===== src/rtl/prod_accumulator.sv =====
// Sums blocks of BLOCK_LEN unsigned 8-bit products, with valid/ready handshakes on both sides.
// Optional macro SATURATE_EN: clamp the accumulator at all-ones on overflow instead of wrapping.
module prod_accumulator #(
  parameter int BLOCK_LEN = 8,
  parameter int ACC_W     = 16
) (
  input  logic             clk,
  input  logic             rst_n,
  input  logic             in_valid,
  output logic             in_ready,
  input  logic [7:0]       prod,
  input  logic             clr,
  output logic             out_valid,
  input  logic             out_ready,
  output logic [ACC_W-1:0] sum,
  output logic             ovf,
  output logic [7:0]       cnt
);

  typedef enum logic {
    ST_ACC = 1'b0,
    ST_OUT = 1'b1
  } state_t;

  localparam logic [7:0] LAST_CNT = 8'(BLOCK_LEN - 1);

  state_t             state_reg;
  logic [ACC_W-1:0]   acc_reg;
  logic               carry_seen_reg;
  logic [7:0]         cnt_reg;
  logic [ACC_W-1:0]   sum_reg;
  logic               ovf_reg;
  logic               in_ready_reg;
  logic               out_valid_reg;

  logic [ACC_W:0]     add_full;
  logic               add_carry;
  logic [ACC_W-1:0]   acc_next;
  logic               carry_seen_next;
  logic               last_sample;

  // One extra bit on the adder exposes the carry out of the accumulator width.
  assign add_full  = {1'b0, acc_reg} + {{(ACC_W - 7){1'b0}}, prod};
  assign add_carry = add_full[ACC_W];

`ifdef SATURATE_EN
  // Once clamped, every further add carries again, so the value stays pinned at all-ones.
  assign acc_next = add_carry ? {ACC_W{1'b1}} : add_full[ACC_W-1:0];
`else
  assign acc_next = add_full[ACC_W-1:0];
`endif

  assign carry_seen_next = carry_seen_reg | add_carry;
  assign last_sample     = (cnt_reg == LAST_CNT);

  always_ff @(posedge clk) begin
    if (!rst_n) begin
      state_reg      <= ST_ACC;
      acc_reg        <= '0;
      carry_seen_reg <= 1'b0;
      cnt_reg        <= '0;
      sum_reg        <= '0;
      ovf_reg        <= 1'b0;
      in_ready_reg   <= 1'b1;
      out_valid_reg  <= 1'b0;
    end else if (state_reg == ST_ACC) begin
      if (clr) begin
        acc_reg        <= '0;
        carry_seen_reg <= 1'b0;
        cnt_reg        <= '0;
      end else if (in_valid) begin
        if (last_sample) begin
          sum_reg        <= acc_next;
          ovf_reg        <= carry_seen_next;
          acc_reg        <= '0;
          carry_seen_reg <= 1'b0;
          cnt_reg        <= '0;
          state_reg      <= ST_OUT;
          in_ready_reg   <= 1'b0;
          out_valid_reg  <= 1'b1;
        end else begin
          acc_reg        <= acc_next;
          carry_seen_reg <= carry_seen_next;
          cnt_reg        <= cnt_reg + 8'd1;
        end
      end
    end else begin
      // Result is held until consumed or aborted; no sample is taken on the release edge.
      if (clr || out_ready) begin
        state_reg     <= ST_ACC;
        in_ready_reg  <= 1'b1;
        out_valid_reg <= 1'b0;
      end
    end
  end

  assign in_ready  = in_ready_reg;
  assign out_valid = out_valid_reg;
  assign sum       = sum_reg;
  assign ovf       = ovf_reg;
  assign cnt       = cnt_reg;

endmodule


===== config.mk =====
export PLATFORM = sky130hd
export DESIGN_NAME = prod_accumulator
export DESIGN_NICKNAME = d
export VERILOG_FILES = /design/src/rtl/prod_accumulator.sv
export SDC_FILE = /design/constraint.sdc
export NUM_CORES = 1
export LEC_CHECK = 0
export BUFFER_PORTS_ARGS = -buffer_cell sky130_fd_sc_hd__buf_2
export CAP_MARGIN = 15
export CORE_MARGIN = 10
export CORE_UTILIZATION = 60
export CTS_BUF_LIST = sky130_fd_sc_hd__clkbuf_16
export DETAILED_ROUTE_END_ITERATION = 8
export PLACE_DENSITY = 0.84
export SYNTH_ARGS = -nofsm -noshare
export SYNTH_HDL_FRONTEND = slang
export SYNTH_SLANG_ARGS = --single-unit

===== constraint.sdc =====
create_clock -name clk -period 5.1 [get_ports clk]
set_input_delay 0 -clock clk [delete_from_list [all_inputs] [get_ports clk]]
set_output_delay 0 -clock clk [all_outputs]
set_load 0.05 [all_outputs]

==> results.json <==
{
  "status": "finished, final reports clean",
  "final_common_cell": "dfxtp_1",
  "leakage_nw": 1.07,
  "clock-skew-final_ns": 0.00661,
  "drc": 0,
  "postSynthCellCount": 294,
  "fin_cells": 372,
  "drive_gt1_share_pct": 16.1,
  "fillers": 317,
  "crit_slowest_cell": "a211oi_2",
  "core_um2": 3940,
  "grt_max_degree": 28,
  "tritoncts": "done",
  "cts-hold-fix-buffers": 0,
  "cp-end-kind": "flip-flop",
  "cp_max_fo": 17,
  "rsz0062_at_grt": "no",
  "synth-edff-count": 0,
  "postCtsResizedCells": 0,
  "worstPathArrival_ns": 2.87,
  "ys_seq_elements": 45,
  "synth_area_um2": 2420,
  "layout_common_cells": "dfxtp_1 (45), buf_2 (39), nor2_1 (29)",
  "powerDensity_nw_per_um2": 275,
  "path_cells": "ha_1 > fa_1 > a211oi_1 > nor3_1 > a211oi_2 > o21ai_0 > a311oi_1",
  "drtPass1Iterations": 4,
  "portBuffers": 39,
  "cts_root_buffer": "clkbuf_16",
  "dp.cells": 365,
  "ios": 40,
  "fp.dieArea_um2": 6970,
  "routedWlPerCell_um": 15.7,
  "htree_num_levels": 2,
  "holdWs_ns": 0.0687,
  "cts_setup_buffers": 0,
  "hold_path_class": "in -> reg",
  "first_iter_violations": 150,
  "critPathLaunchType": "flip-flop",
  "timing_worst_setup_path_type": "reg -> reg",
  "syn_nets": 317,
  "dieHeight_um": 83.5,
  "max_cap_viol_count": 0,
  "area_growth_pct": 12.3,
  "ant_nets": 0,
  "cts_buffers": 5,
  "worstMarginPinSlew_ns": 0.992,
  "synth_cell_types": 54,
  "finalHoldViolCount": 0,
  "grt_pass1_vias": 2265,
  "crit_buf_inv": 0,
  "ys_seq_area_share_pct": 37.3,
  "slew_viol_final": 0,
  "antenna_found_initial": 0,
  "via_count": 2291,
  "dpl.hpwl_um": 4100,
  "clock_insertion_delay_worst_skew_ns": 0.29,
  "grt_pass1_wl_um": 9890,
  "cpPeakStageDelay_ns": 0.77,
  "ys.warnings.count": 0,
  "fp.dieW_um": 83.5,
  "cts.sinks": 45,
  "finalCritPeriodShare_pct": 52.5,
  "clk_pin_slew_ns": 0.06,
  "setup_viol_count_final": 0,
  "viasPerCell": 6.16,
  "fin_setup_tns_ns": 0,
  "crit_family": "compound AO/OA/AOI/OAI gates",
  "avgSynthCellArea_um2": 8.22,
  "row_count": 23,
  "grt_usage_pct": 16.4,
  "ys_async_sr_fraction_pct": 0,
  "ys.flop_type": "dfxtp_1",
  "route.final.wire_length_um": 5840,
  "n_antenna_cell": 0,
  "start_util_pct": 61.3,
  "period_minus_slack_ns": 2.68,
  "grt-ovfl-total": 0,
  "cts.path.max_buffers": 2,
  "routabilityCongestion": 0.845,
  "max_freq_mhz": 374,
  "slew_headroom_pct": 33.9,
  "ir_worst_vdd_mv": 0.176,
  "num-nets-final": 345,
  "crit_required_ns": 5.29
}
-- synth_stat cells (all sizes together) (3+ instances only) --
cell / instances / area (µm²)
a211oi: 10 / 80.1
nor3: 7 / 35.0
a21oi: 23 / 123
or3: 6 / 37.5
a22oi: 5 / 37.5
o31a: 4 / 35.0
a311oi: 4 / 35.0
xor2: 4 / 35.0
ha: 9 / 113
and2: 3 / 18.8
dfxtp: 45 / 901
a31oi: 6 / 37.5
buf: 11 / 70.1
nand2: 28 / 108
nand4: 8 / 50.1
a21o: 5 / 37.5
nand3: 11 / 55.1
nor2: 29 / 109
clkbuf: 7 / 27.5
inv: 10 / 37.5
xnor2: 4 / 35.0
o21ai: 21 / 105
-- metal layers --
metal | track usage (%) | vias up | wire length, µm
met5 | 0 | - | 0
met4 | 5.48 | 0 | 64
met3 | 5.18 | 7 | 335
met2 | 29.4 | 57 | 2880
met1 | 17.8 | 1081 | 2560
li1 | - | 1146 | -
-- stage by stage --
step                util, %  power (mW)  worst slack [ns]  cell area (µm²)
floorplan                 -       0.428              2.98             2420
global placement       65.4       0.443              2.57             2580
detailed placement     65.4       0.445              2.46             2580
CTS                    68.9       0.751              2.43             2720
global route           68.9       0.775              2.19             2720
finish                 68.9       0.746              2.42             2720
-- worst register-to-register path: stages (launching register included) --
cell and delay (ns):
dfxtp_1 0.32, ha_1 0.20, fa_1 0.42, a211oi_1 0.28
nor3_1 0.12, a211oi_2 0.77, o21ai_0 0.19, a311oi_1 0.27
-- final timing paths --
| kind | from | to | slack [ns] | depth (start not counted) |
|---|---|---|---|---|
| setup / recovery | acc_reg[0] | sum[12] | 2.42 | 7 |
| hold / removal | out_ready | out_valid | 0.07 | 4 |
| setup reg to reg | acc_reg[0] | sum[12] | 2.42 | 7 |
| hold reg to reg | out_valid | out_valid | 0.45 | 2 |
-- kinds of logic after synthesis --
logic type               share of synthesized area [%]
AO/OA/AOI/OAI                                     27.3
XOR/XNOR                                          2.90
adder cells (fa/ha/maj)                           5.49
buffers and inverters                             5.59
flip-flops                                        37.3
AND/OR/NAND/NOR                                   21.4
-- cell type report --
cell class / instances / area (µm²) / area share [%]
multi-input combinational: 221 / 1380 / 50.9
inverter: 10 / 37.5 / 1.38
timing repair buffer: 39 / 195 / 7.19
tap: 50 / 62.6 / 2.30
clock buffer: 5 / 125 / 4.61
clock inverter: 2 / 12.5 / 0.461
sequential: 45 / 901 / 33.2
-- report_power, final --
part,total [mW],switching (mW),internal [mW]
logic,0.0745,0.0480,0.0265
registers,0.364,0.00630,0.358
clock network,0.307,0.130,0.178
total,0.746,0.184,0.562
No activity file was read; power rests on OpenSTA's default activity.
